### config.mk
export PLATFORM = sky130hd
export DESIGN_NAME = adc2fifo
export DESIGN_NICKNAME = d
export VERILOG_FILES = /design/src/rtl/adc2fifo.sv
export SDC_FILE = /design/constraint.sdc
export NUM_CORES = 1
export LEC_CHECK = 0
export BUFFER_PORTS_ARGS = -buffer_cell sky130_fd_sc_hd__clkbuf_2
export CORE_AREA = 8 8 102 104
export CTS_CLUSTER_SIZE = 10
export DETAILED_ROUTE_END_ITERATION = 16
export DIE_AREA = 0 0 110 112
export PLACE_DENSITY = 0.76
export RECOVER_POWER = 25
export SKIP_LAST_GASP = 1
export SYNTH_ARGS = -nofsm -noshare
export SYNTH_HDL_FRONTEND = slang
export SYNTH_SLANG_ARGS = --single-unit
### constraint.sdc
create_clock -name clk -period 1.95 [get_ports clk]
set_clock_uncertainty 0.05 [all_clocks]
set_input_delay 0.39 -clock clk [delete_from_list [all_inputs] [get_ports clk]]
set_output_delay 0.39 -clock clk [all_outputs]
set_load 0.005 [all_outputs]
### src/rtl/adc2fifo.sv
// -----------------------------------------------------------------------------
// adc2fifo
//   Receive-side deframer for the ADC byte link. It checks the 55 AA header,
//   captures the info, sample-rate and kind bytes, and reassembles big-endian
//   16-bit words into the downstream sample FIFO. It then checks the trailing
//   8-bit checksum and reports a status word when rx_en drops.
//
//   Frame: 55 AA info smpr kind D0 D1 ... Dn-1 CS,  CS = sum(D) mod 256
//
// Ports
//   clk         clock
//   rst_n       asynchronous active-low reset
//   rx_en       high for every byte of one frame
//   rx_d        frame byte, sampled while rx_en = 1
//   fifo_full   downstream sample FIFO full
//   word_d      reassembled word {high, low}
//   word_wr     one-cycle write strobe for word_d
//   dev_info    info byte of the most recent header
//   dev_smpr    sample-rate byte of the most recent header
//   dev_kind    kind byte of the most recent header
//   word_cnt    words accepted in the current / last frame (saturating)
//   frame_done  one-cycle end-of-frame pulse
//   frame_ok    with frame_done: no error bits set
//   err         sticky per-frame errors
//               [0] bad header  [1] short frame  [2] odd data count
//               [3] checksum    [4] overflow
//
// State table
//   state | meaning
//   IDLE  | waiting for rx_en; first byte must be 0x55
//   HD01  | second header byte, must be 0xAA
//   DIFO  | capture info byte
//   DSPR  | capture sample-rate byte
//   DTYE  | capture kind byte
//   DATA  | payload bytes through the one-byte holding register
//   DROP  | discard bytes until rx_en falls
//   DONE  | frame_done pulse, status stable
// -----------------------------------------------------------------------------
module adc2fifo #(
   parameter logic [15:0] MAX_WORDS = 16'd1024
) (
   input  logic        clk,
   input  logic        rst_n,
   input  logic        rx_en,
   input  logic [7:0]  rx_d,
   input  logic        fifo_full,
   output logic [15:0] word_d,
   output logic        word_wr,
   output logic [7:0]  dev_info,
   output logic [7:0]  dev_smpr,
   output logic [7:0]  dev_kind,
   output logic [15:0] word_cnt,
   output logic        frame_done,
   output logic        frame_ok,
   output logic [4:0]  err
);

   typedef enum logic [2:0] {
      IDLE, HD01, DIFO, DSPR, DTYE, DATA, DROP, DONE
   } state_t;

   state_t      state, state_nxt;
   logic [4:0]  err_nxt;
   logic [15:0] cnt_nxt;
   logic [7:0]  sum, sum_nxt;
   logic        par, par_nxt;
   logic [7:0]  hold, hold_nxt;
   logic        hold_v, hold_v_nxt;
   logic [7:0]  hi_byte, hi_nxt;
   logic [15:0] wd_nxt;
   logic        wr_nxt;
   logic [7:0]  info_nxt, smpr_nxt, kind_nxt;

   always_ff @(posedge clk or negedge rst_n) begin
      if (!rst_n) begin
         state    <= IDLE;
         err      <= 5'd0;
         word_cnt <= 16'd0;
         sum      <= 8'd0;
         par      <= 1'b0;
         hold     <= 8'd0;
         hold_v   <= 1'b0;
         hi_byte  <= 8'd0;
         word_d   <= 16'd0;
         word_wr  <= 1'b0;
         dev_info <= 8'd0;
         dev_smpr <= 8'd0;
         dev_kind <= 8'd0;
      end else begin
         state    <= state_nxt;
         err      <= err_nxt;
         word_cnt <= cnt_nxt;
         sum      <= sum_nxt;
         par      <= par_nxt;
         hold     <= hold_nxt;
         hold_v   <= hold_v_nxt;
         hi_byte  <= hi_nxt;
         word_d   <= wd_nxt;
         word_wr  <= wr_nxt;
         dev_info <= info_nxt;
         dev_smpr <= smpr_nxt;
         dev_kind <= kind_nxt;
      end
   end

   always_comb begin
      state_nxt  = state;
      err_nxt    = err;
      cnt_nxt    = word_cnt;
      sum_nxt    = sum;
      par_nxt    = par;
      hold_nxt   = hold;
      hold_v_nxt = hold_v;
      hi_nxt     = hi_byte;
      wd_nxt     = word_d;
      wr_nxt     = 1'b0;
      info_nxt   = dev_info;
      smpr_nxt   = dev_smpr;
      kind_nxt   = dev_kind;

      case (state)
         IDLE: begin
            if (rx_en) begin
               err_nxt    = 5'd0;
               cnt_nxt    = 16'd0;
               sum_nxt    = 8'd0;
               par_nxt    = 1'b0;
               hold_v_nxt = 1'b0;
               if (rx_d == 8'h55) begin
                  state_nxt = HD01;
               end else begin
                  err_nxt   = 5'b00001;
                  state_nxt = DROP;
               end
            end
         end
         HD01: begin
            if (!rx_en) begin
               err_nxt[1] = 1'b1;
               state_nxt  = DONE;
            end else if (rx_d == 8'hAA) begin
               state_nxt = DIFO;
            end else begin
               err_nxt[0] = 1'b1;
               state_nxt  = DROP;
            end
         end
         DIFO: begin
            if (!rx_en) begin
               err_nxt[1] = 1'b1;
               state_nxt  = DONE;
            end else begin
               info_nxt  = rx_d;
               state_nxt = DSPR;
            end
         end
         DSPR: begin
            if (!rx_en) begin
               err_nxt[1] = 1'b1;
               state_nxt  = DONE;
            end else begin
               smpr_nxt  = rx_d;
               state_nxt = DTYE;
            end
         end
         DTYE: begin
            if (!rx_en) begin
               err_nxt[1] = 1'b1;
               state_nxt  = DONE;
            end else begin
               kind_nxt  = rx_d;
               state_nxt = DATA;
            end
         end
         DATA: begin
            if (rx_en) begin
               // A new byte proves the held one was payload, not the checksum.
               if (hold_v) begin
                  sum_nxt = sum + hold;
                  par_nxt = ~par;
                  if (!par) begin
                     hi_nxt = hold;
                  end else if (word_cnt == MAX_WORDS) begin
                     err_nxt[4] = 1'b1;
                  end else if (fifo_full) begin
                     // Word is lost but still counted as received.
                     err_nxt[4] = 1'b1;
                     cnt_nxt    = word_cnt + 16'd1;
                  end else begin
                     wr_nxt  = 1'b1;
                     wd_nxt  = {hi_byte, hold};
                     cnt_nxt = word_cnt + 16'd1;
                  end
               end
               hold_nxt   = rx_d;
               hold_v_nxt = 1'b1;
            end else begin
               // hold now carries the checksum byte.
               if (!hold_v) begin
                  err_nxt[1] = 1'b1;
               end else begin
                  if (hold != sum) err_nxt[3] = 1'b1;
                  if (par)         err_nxt[2] = 1'b1;
               end
               state_nxt = DONE;
            end
         end
         DROP: begin
            if (!rx_en) state_nxt = DONE;
         end
         DONE: begin
            if (rx_en) begin
               // Frame started without a gap: not parsed, reported as bad header.
               err_nxt   = 5'b00001;
               cnt_nxt   = 16'd0;
               state_nxt = DROP;
            end else begin
               state_nxt = IDLE;
            end
         end
         default: state_nxt = IDLE;
      endcase
   end

   assign frame_done = (state == DONE);
   assign frame_ok   = frame_done && (err == 5'd0);

endmodule

Word-level counts from Yosys, hierarchy flattened
Index checks and enable logic that the tools add are counted.
{ "word_totals": {"reg_bits": 91, "input_bits": 12, "out_inout_bits": 64, "wordCells": 125} }
{ "classes": {"addsub": 2, "n_eq_ne": 26, "muxes": 51, "n_bitwise": 3, "reduce_logical": 26} }
{ "ops": {"columns": ["operator", "count"], "rows": [
  ["$mux 16", 5],
  ["$pmux 16 s2", 1],
  ["$reduce_and 6->1", 5],
  ["$ne 2x2->1 const B", 13],
  ["$mux 3", 8],
  ["$mux 8", 3],
  ["$mux 1", 22],
  ["$pmux 3 s7", 1],
  ["$add 16x1->16 const B", 1],
  ["$eq 16x11->1 const B", 1],
  ["$pmux 8 s2", 1],
  ["$eq 3x3->1 const B", 4],
  ["$mux 5", 2],
  ["$reduce_and 2->1", 5],
  ["$pmux 3 s3", 1],
  ["$add 8x8->8", 1],
  ["$eq 8x7->1 const B", 1],
  ["$eq 8x8->1 const B", 1],
  ["$ne 8x8->1", 1],
  ["$reduce_and 4->1", 2],
  ["$reduce_and 7->1", 1],
  ["$eq 3x2->1 const B", 2],
  ["$mux 2", 3],
  ["$reduce_bool 3->1", 2],
  ["other kinds (16)", 21]
]} }

Longest topological paths before layout
Gate-level depths: netlist (run 1).
{ "logic_depth": {"ltp_word": 6, "ltp_mapped": 9, "ltp_nobuf": 7} }

Worst setup path after synthesis (run 1)
No wires, ideal clock.
{ "synth_timing": {"path_type": "flip-flop to flip-flop", "startpoint": "register word_cnt[0]", "endpoint": "register word_d[10]", "setup_ps": 125, "arrival_ps": 1892, "t_required_ps": 1775, "slack_ps": -117, "path_stages_with_launch": 10, "path_buffers": 2, "synth_period_minus_slack_ps": 2067, "cell_sequence": "dfrtp_1 -> inv_1 -> ha_1 -> nor4b_2 -> nand4_2 -> nand2_1 -> or3_1 -> buf_6 -> buf_12 -> mux2_4"} }
{ "synth_between": {"elab_chain_cells": 3} }
{ "synth_lines": {"columns": ["item", "line_no", "text"], "rows": [
  ["from (decl)", "52", "output logic [15:0] word_cnt,"],
  ["from (signal assigned)", "92", "word_cnt <= cnt_nxt;"],
  ["$eq 16x11->1", "183", "end else if (word_cnt == MAX_WORDS) begin"],
  ["$not 1->1 (no source line)", null, null],
  ["$reduce_and 6->1 (no source line)", null, null],
  ["to (signal assigned)", "98", "word_d <= wd_nxt;"],
  ["to (decl)", "47", "output logic [15:0] word_d,"]
]} }
Every way passes these cells.
A chain may end at the register's enable or synchronous reset.

Worst setup path after layout (run 1)
{ "layout_timing": {"startpoint": "register word_cnt[0]", "endpoint": "register word_d[9]"} }
Same word-level chain as after synthesis.

==> results of run 1 <==
## area by class of cell
class,count,share of cell area [%]
Sequential cell,91,41.44
Multi-Input combinational cell,264,37.71
Timing Repair Buffer,118,13.91
Tap cell,111,2.526
Clock buffer,9,2.253
Clock inverter,7,1.479
Inverter,10,0.6827
## placed cells by master, fill, tap and decap left out, types with 4 or more instances in the layout
cell type	count
nand3_1	9
nor4bb_1	4
o21a_1	4
ha_1	7
inv_1	10
nand4_1	6
mux2_2	31
clkbuf_8	9
dfrtp_1	90
o21ai_1	4
nor2_1	18
and3_1	8
a31oi_1	7
nor3_1	4
clkbuf_2	75
xnor2_1	5
buf_4	36
o21ai_0	38
o31ai_1	5
a21oi_1	17
mux2_4	16
nand2_1	25
mux2_1	9
## synth_stat cells, drive strengths merged (2+ instances only)
cell type	count	area (um2)
o31ai	5	37.54
ha	9	112.6
a21o	3	22.52
o21a	4	30.03
o21ai	43	215.2
nor4b	2	30.03
dfrtp	91	2277
and3	9	57.56
clkbuf	6	22.52
nor3	7	45.04
o41ai	2	17.52
buf	10	77.57
nand3	9	45.04
nand4	7	50.05
a22oi	2	15.01
a21oi	18	90.09
nor4	4	40.04
nor2	19	78.82
or2	2	12.52
nor4bb	4	40.04
xnor2	5	43.79
inv	10	37.54
or3	2	12.51
xor2	3	26.28
nand2	27	101.4
mux2	56	664.4
a31oi	7	43.79
## cells by family (layout without fill, tap and decap cells)
| logic type | Yosys count | after routing | share of synthesized area (%) |
|---|---|---|---|
| xor gates and xnor gates | 8 | 8 | 1.589 |
| adders and majority gates | 10 | 10 | 3.008 |
| muxes | 57 | 57 | 15.30 |
| AOI/OAI and AO/OA | 92 | 92 | 12.29 |
| DFF | 91 | 91 | 51.65 |
| buffers and inverters | 26 | 144 | 3.121 |
| and+or+nand+nor | 97 | 97 | 13.05 |
## state kept, by name, indices dropped and copies added (netlist names), 3 cells and up
| signal | flops |
|---|---|
| sum | 8 |
| word_cnt | 16 |
| dev_info | 8 |
| word_d | 16 |
| dev_kind | 8 |
| dev_smpr | 8 |
| hi_byte | 8 |
| hold | 8 |
| err | 5 |
| state | 3 |
## critical path, stage by stage (launching register included)
cell,delay (ps)
dfrtp_1,360
inv_1,50
ha_2,180
nor4b_4,130
nand4_2,110
nand2_2,70
or3_4,420
clkbuf_16,190
mux2_4,290
## power breakdown
part           switching [mW]  total (mW)  internal [mW]
Clock                   0.779        1.29          0.509
Combinational            1.47        3.03           1.56
Sequential              0.509        3.04           2.53
Total                    2.76        7.36           4.60
## through the flow
step | instances | instance area (um2) | hold WS, ps
6_report | 610 | 5498 | 279.2
3_5_place_dp | 587 | 5145 | 286.4
3_3_place_gp | 587 | 5145 | 280.6
4_1_cts | 604 | 5360 | 267.1
5_1_grt | 610 | 5498 | 274.9
2_1_floorplan | 381 | 4420 | 44.41
## worst paths after layout
path,start,to,slack [ps],depth (start not counted)
min,rx_d[3],dev_kind[3],280,2
min reg2reg,hi_byte[2],hi_byte[2],440,1
max reg2reg,word_cnt[0],word_d[9],-20,8
min in group asynchronous,rst_n,dev_info[6],520,2
max,word_cnt[0],word_d[9],-20,8
max in group asynchronous,rst_n,word_d[2],210,3
## routing by layer
layer | wire, um | GRT usage (%) | vias up | part of all wire (%)
met1 | 4528 | 22.00 | 1658 | 44
met5 | 0 | 0 | - | 0
li1 | - | - | 1620 | -
met2 | 4977 | 26.03 | 108 | 48
met3 | 667 | 5.142 | 14 | 6.4
met4 | 202 | 6.577 | 0 | 1.9
## what timing repair did
item,4_1_cts,5_1_grt
hold buffers,1,0
gates cloned,0,3
pin swaps,0,3
setup endpoints to repair,1,34
hold endpoints to repair,27,0
gates resized for setup,0,22
buffers inserted,0,3
==> flow_metrics.tcl, run 1 <==
set metrics [dict create \
    syn-cell-area_um2 4409 \
    first_global_vias 3494 \
    clockRootBuffer "clkbuf_8" \
    fp.dieW_um 110 \
    synthArstFlopShare_pct 100.0 \
    fin_nets 516 \
    vias 3400 \
    wl_per_cell_um 17.01 \
    worstPathMaxFanout 8 \
    timing.final.crit_share_pct 101.0 \
    first_pass_iters 4 \
    setup_viol 9 \
    maxCapViolCount 0 \
    drtAntennaViolNets 0 \
    power.density_nw_per_um2 1338 \
    critical_path_required_ps 2150 \
    leakage_nw 2.705 \
    utilization_pct 61.84 \
    ys_seq_area_share_pct 51.65 \
    crit_type "flip-flop to flip-flop" \
    post-route-min-period_ps 1969 \
    finalWirelength_um 10380 \
    regArea_um2 2278 \
    worstPathArrival_ps 2170 \
    antenna_found_initial 0 \
    hold_violations 0 \
    num_rows 35 \
    fmax_mhz 507.9 \
    diodes 0 \
    io-pin-count 76 \
    n_fill_cell 708 \
    cts_buffers 9 \
    pre_cts_slack_ps 18.56 \
    fin_ws_ps -18.77 \
    initial_core_util_pct 49.60 \
    ys.flop_type "dfrtp_1" \
    clkTransAtPathRegs_ps 110 \
    dp.final_hpwl_um 7455 \
    status "complete, but fails checks" \
    core-area_um2 8890 \
    clkLatencyLatePin_ps 370 \
    cts_tree "done" \
    track_usage_pct 17.06 \
    tns_ps -82.76 \
    syn_area_per_cell_um2 11.57 \
    cts.sinks 91 \
    synthesis.nets 403 \
    worst_slew_pin_slew_ps 688.4 \
    vias_per_cell 5.574 \
    overflow 0 \
    die-height_um 112 \
    multi_input_area_um2 2073 \
    drc 0 \
    grt_start_max_net_pins 44 \
    endpoint_kind "flip-flop" \
    slew_viol_final 0 \
    peakVddDrop_uv 835.4 \
    rsz0062_at_grt "yes" \
    total_power_mw 7.356 \
    dieArea_um2 12320 \
    yosys_warnings 0 \
    max-slew-margin-rel_pct 54.10 \
    cts_max_level 3 \
    grt_pass1_wl_um 16910 \
    startpoint_type "flip-flop" \
    hold_path.class "input port to flip-flop" \
    layout-drive-gt1-share_pct 40.88 \
    synth_cell_types 55 \
    violations "setup timing" \
    synthCells 381 \
    synth_edf_count 0 \
    ys_ff_latch 91 \
    cts_buffer_depth 2 \
    initialDrtViolationCount 164 \
    place.port_buffers 75 \
    gp_congestion 0.8637 \
    syn2layout_area_growth_pct 24.69 \
]
Power figures use the tool's default switching activity.
==> inputs of run 2 (changes only) <==
CORE_AREA = 8 8 98 100   (was 8 8 102 104)
DIE_AREA = 0 0 106 108   (was 0 0 110 112)
PLACE_DENSITY = 0.79   (was 0.76)
clock period = 2.1 ns   (was 1.95 ns; I/O delays follow)
==> run 2 against run 1 <==
The run now ends clean. First-iteration DRC count fell by 18%. Sequential power fell by 6.9%. Worst setup slack improved by 110 ps. Maximum frequency fell by 1.9%. Count of clock-buffer cells in the layout did not move. Final area fell by 5.1%. Non-clock buffer count fell by 20. Register-to-register slack improved by 110 ps. Sequential share of layout area rose by 2.2 points. Via count fell by 2.0%. Core utilization rose by 3.0 points.
==> flow_metrics.tcl, run 2 (synthesis results as in run 1) <==
set metrics [dict create \
    hold_violations 0 \
    cts_tree "done" \
    multi_input_area_um2 2003 \
    grt_start_max_net_pins 41 \
    pwr-share-comb_pct 39.3 \
    layout-drive-gt1-share_pct 36.33 \
    core-area_um2 8051 \
    cts_max_level 3 \
    fp.dieW_um 106 \
    initial_core_util_pct 54.76 \
    critical_path_required_ps 2300 \
    setup_viol 0 \
    syn2layout_area_growth_pct 18.33 \
    status "finished, final reports clean" \
    crit_type "flip-flop to flip-flop" \
    timing.final.crit_share_pct 95.61 \
    worstPathMaxFanout 17 \
    final_cell_mix "dfrtp_1, clkbuf_2, mux2_2, o21ai_0, nand2_1" \
    initialDrtViolationCount 134 \
    clkPwrFrac_pct 17.8 \
    min_path_cells 2 \
    regArea_um2 2277 \
    gp_congestion 0.8623 \
    r2r_end "word_d[7]" \
    cp_slowest_cell "or3_4" \
    leakage_nw 2.543 \
    seqPwrFrac_pct 43.0 \
    drc 0 \
    max-slew-margin-rel_pct 45.68 \
    power.density_nw_per_um2 1264 \
    endpoint_kind "flip-flop" \
    fin_nets 496 \
    switching_share_pct 37.34 \
    hold_path.class "input port to flip-flop" \
    vias_per_cell 5.704 \
    io-pin-count 76 \
    top_regs "word_cnt (16), word_d (16)" \
    worst_hold_startpoint "rx_d[5]" \
    critPathBufInv 2 \
    track_usage_pct 17.23 \
    reg2reg_depth 8 \
    first_global_vias 3401 \
    overflow 0 \
    layout.cells.non_filler 584 \
    cpLargestDelayFamily "simple AND/OR/NAND/NOR gates" \
    cts_buffers 9 \
    dieArea_um2 11450 \
    cp_cell_sequence "inv_1, ha_1, nor4b_2, nand4_2, nand2_1, or3_4, buf_12, mux2_4" \
    startpoint_type "flip-flop" \
    mostFrequentLayoutCell "dfrtp_1" \
    power.switching_mw 2.463 \
    clkTransAtPathRegs_ps 100 \
    wl_per_cell_um 16.52 \
    intPower_mw 4.134 \
    maxCapViolCount 0 \
    first_pass_iters 5 \
    clkLatencyLatePin_ps 370 \
    slew_viol_final 0 \
    die-height_um 108 \
    worst_slew_pin_slew_ps 814.8 \
    rsz0062_at_grt "no" \
    r2r_setup_slack_ps 90 \
    r2r_start "word_cnt[0]" \
    antenna_found_initial 0 \
    slowest_delay_ps 380 \
    vias 3331 \
    worstPathArrival_ps 2210 \
    hold_end "dev_info[5]" \
    post-route-min-period_ps 2008 \
    n_fill_cell 638 \
    place.port_buffers 75 \
    drtAntennaViolNets 0 \
    place_inst 567 \
    diodes 0 \
    dp.final_hpwl_um 7157 \
    clockRootBuffer "clkbuf_8" \
    grt_pass1_wl_um 15990 \
    peakVddDrop_uv 733.9 \
    fmax_mhz 498.1 \
    cts_buffer_depth 2 \
    finalWirelength_um 9650 \
    cts.sinks 91 \
    tns_ps 0 \
    num_rows 33 \
]
==> run 2: power by group through the flow <==
stage	logic [mW]	registers [mW]	clock network (mW)
after CTS	2.62	2.83	1.21
after floorplan	1.72	2.76	0
after detailed placement	2.61	2.86	0
after global placement	2.52	2.82	0
after global routing	2.91	2.91	1.26
final	2.59	2.83	1.17
==> run 2: stage by stage <==
step / hold WS [ps] / power [mW] / setup WS (ps) / utilization, % / instance area [um2]
final: 302.8 / 6.597 / 92.22 / 64.80 / 5218
after global routing: 302.1 / 7.079 / 4.163 / 64.80 / 5218
after CTS: 290.7 / 6.657 / 71.65 / 64.88 / 5224
after detailed placement: 344.7 / 5.465 / 100.7 / 62.21 / 5009
after global placement: 334.9 / 5.340 / 177.1 / 62.21 / 5009
after floorplan: 74.41 / 4.480 / 32.89 / - / 4409
==> run 2: routing by layer <==
metal,track usage (%),up-vias,wire (um)
met5,0,-,0
met4,6.935,0,126
met3,4.640,12,558
met2,29.22,87,4760
met1,20.50,1651,4205
li1,-,1581,-
==> run 2: how the worst max path moves through the flow <==
| stage | start | endpoint | slack, ps | cells past startpoint |
|---|---|---|---|---|
| 3_5_place_dp | word_cnt[0] | word_d[7] | 100 | 8 |
| 4_1_cts | word_cnt[0] | word_d[7] | 70 | 8 |
| 6_report | word_cnt[0] | word_d[7] | 90 | 8 |
| 2_1_floorplan | word_cnt[0] | word_d[10] | 30 | 9 |
| 3_3_place_gp | word_cnt[0] | word_d[6] | 180 | 8 |
| 5_1_grt | hold[0] | sum[6] | 4 | 7 |
==> run 2: repair_timing <==
action                     CTS  global route
setup endpoints to repair    0             2
setup buffers                0             0
hold endpoints to repair    29             0
hold buffers                 1             0
gates resized for setup      0             2
==> run 2: layout make-up <==
cell class                      instances  area share (%)
Timing Repair Buffer                   98           10.79
Multi-Input combinational cell        264           38.39
Clock inverter                          7           1.559
Inverter                               10          0.7194
Tap cell                              105           2.518
Sequential cell                        91           43.65
Clock buffer                            9           2.374
==> inputs of run 3 (changes only) <==
CORE_AREA = 3 3 97 99   (was 8 8 98 100)
DIE_AREA = 0 0 100 102   (was 0 0 106 108)
PLACE_DENSITY = 0.76   (was 0.79)
clock period = 1.8 ns   (was 2.1 ns; I/O delays follow)
==> run 3 against run 2 <==
The run now ends with setup timing left. Routed wire length increased by 15%. Die area decreased by 11%. Cell count increased by 8.9%. Maximum frequency increased by 6.3%. Critical path type unchanged.
==> flow_metrics.tcl, run 3 (synthesis results as in run 1) <==
set metrics [dict create \
    top_regs "word_cnt (16), word_d (16)" \
    drc 0 \
    status "complete, but fails checks" \
    syn2layout_area_growth_pct 32.55 \
    diodes 0 \
    wl_per_cell_um 17.39 \
    final_cell_mix "dfrtp_1, clkbuf_2, buf_4" \
    fin_nets 545 \
    place_inst 607 \
    core-area_um2 8636 \
    grt_pass1_wl_um 17130 \
    num_rows 34 \
    layout-drive-gt1-share_pct 46.59 \
    hold_violations 0 \
    initialDrtViolationCount 192 \
    setup_viol 20 \
    max-slew-margin-rel_pct 63.20 \
    hold_path.class "input port to flip-flop" \
    reg2reg_depth 8 \
    layout.cells.non_filler 636 \
    power.density_nw_per_um2 1470 \
    maxCapViolCount 0 \
    worstPathArrival_ps 2090 \
    cts.sinks 91 \
    vias 3586 \
    fmax_mhz 529.4 \
    leakage_nw 2.865 \
    clockRootBuffer "clkbuf_8" \
    dieArea_um2 10200 \
    fin_ws_ps -88.95 \
    cts_max_level 3 \
    overflow 0 \
    gp_congestion 0.8852 \
    die-height_um 102 \
    vias_per_cell 5.638 \
    antenna_found_initial 0 \
    crit_type "flip-flop to flip-flop" \
    initial_core_util_pct 51.06 \
    clkTransAtPathRegs_ps 110 \
    peakVddDrop_uv 862.3 \
    mostFrequentLayoutCell "dfrtp_1" \
    grt_start_max_net_pins 58 \
    startpoint_type "flip-flop" \
    cts_tree "done" \
    utilization_pct 67.68 \
    slew_viol_final 0 \
    min_path_cells 2 \
    violations "setup timing" \
    fp.dieW_um 100 \
    first_pass_iters 4 \
    first_global_vias 3495 \
    track_usage_pct 21.17 \
    endpoint_kind "flip-flop" \
    drtAntennaViolNets 0 \
    worstPathMaxFanout 4 \
    timing.final.crit_share_pct 104.9 \
    clkLatencyLatePin_ps 370 \
    io-pin-count 76 \
    rsz0062_at_grt "yes" \
    place.port_buffers 75 \
    worst_slew_pin_slew_ps 552.0 \
    cts_buffer_depth 2 \
    cts_buffers 9 \
    finalWirelength_um 11060 \
    dp.final_hpwl_um 7498 \
    post-route-min-period_ps 1889 \
    critical_path_required_ps 2000 \
]
[run 3: cell type report]
cell class	instances	area, um2
timing repair buffer	147	1025
clock inverter	7	93.84
inverter	10	37.54
multi-input combinational	264	2151
tap	108	135.1
fill	640	2791
sequential	91	2278
clock buffer	9	123.9
[run 3: power breakdown]
| part | total [mW] | switching [mW] | internal (mW) | leakage [nW] |
|---|---|---|---|---|
| Sequential | 3.28 | 0.534 | 2.75 | 1.16 |
| Clock | 1.41 | 0.849 | 0.564 | 0.107 |
| Combinational | 3.90 | 1.84 | 2.05 | 1.60 |
[run 3: routing by layer]
layer	vias up	wire, um	track usage (%)
li1	1676	-	-
met1	1804	4700	27.44
met2	92	5670	35.56
met3	14	529	4.437
met4	0	159	7.565
met5	-	0	0
[run 3: worst paths after layout]
path | end | startpoint | slack, ps
min | dev_smpr[7] | rx_d[7] | 250
max in group asynchronous | par | rst_n | 340
max | word_d[8] | word_cnt[1] | -90
min reg2reg | dev_smpr[7] | dev_smpr[7] | 460
max reg2reg | word_d[8] | word_cnt[1] | -90
min in group asynchronous | word_cnt[15] | rst_n | 450
[run 3: what timing repair did]
item                                    4_1_cts  5_1_grt
endpoints found under the hold margin        19        0
gates cloned                                  2        2
resized for setup                            13       35
setup buffers                                 5        3
pin swaps                                     4        8
endpoints found under the setup margin       36       56
hold buffers                                  1        0
[run 3: through the flow]
stage	cell area (um2)	hold slack (ps)	TNS (ps)	power (mW)	setup slack [ps]
6_report	5844	246.7	-1211	8.591	-88.95
3_5_place_dp	5301	222.1	-1383	6.637	-107.8
2_1_floorplan	4420	14.41	-1393	5.250	-154.7
4_1_cts	5654	234.5	-1489	8.227	-101.1
3_3_place_gp	5301	220.3	-278.3	6.452	-36.20
5_1_grt	5844	244.0	-4275	9.175	-166.7
[run 3: critical path: stages, from the launching register on]
cell       delay [ps]
dfrtp_1           360
inv_1              50
ha_2              160
nor4b_4           130
nand4_2            90
nand2_2            60
or3_4             390
clkbuf_16         190
mux2_4            290
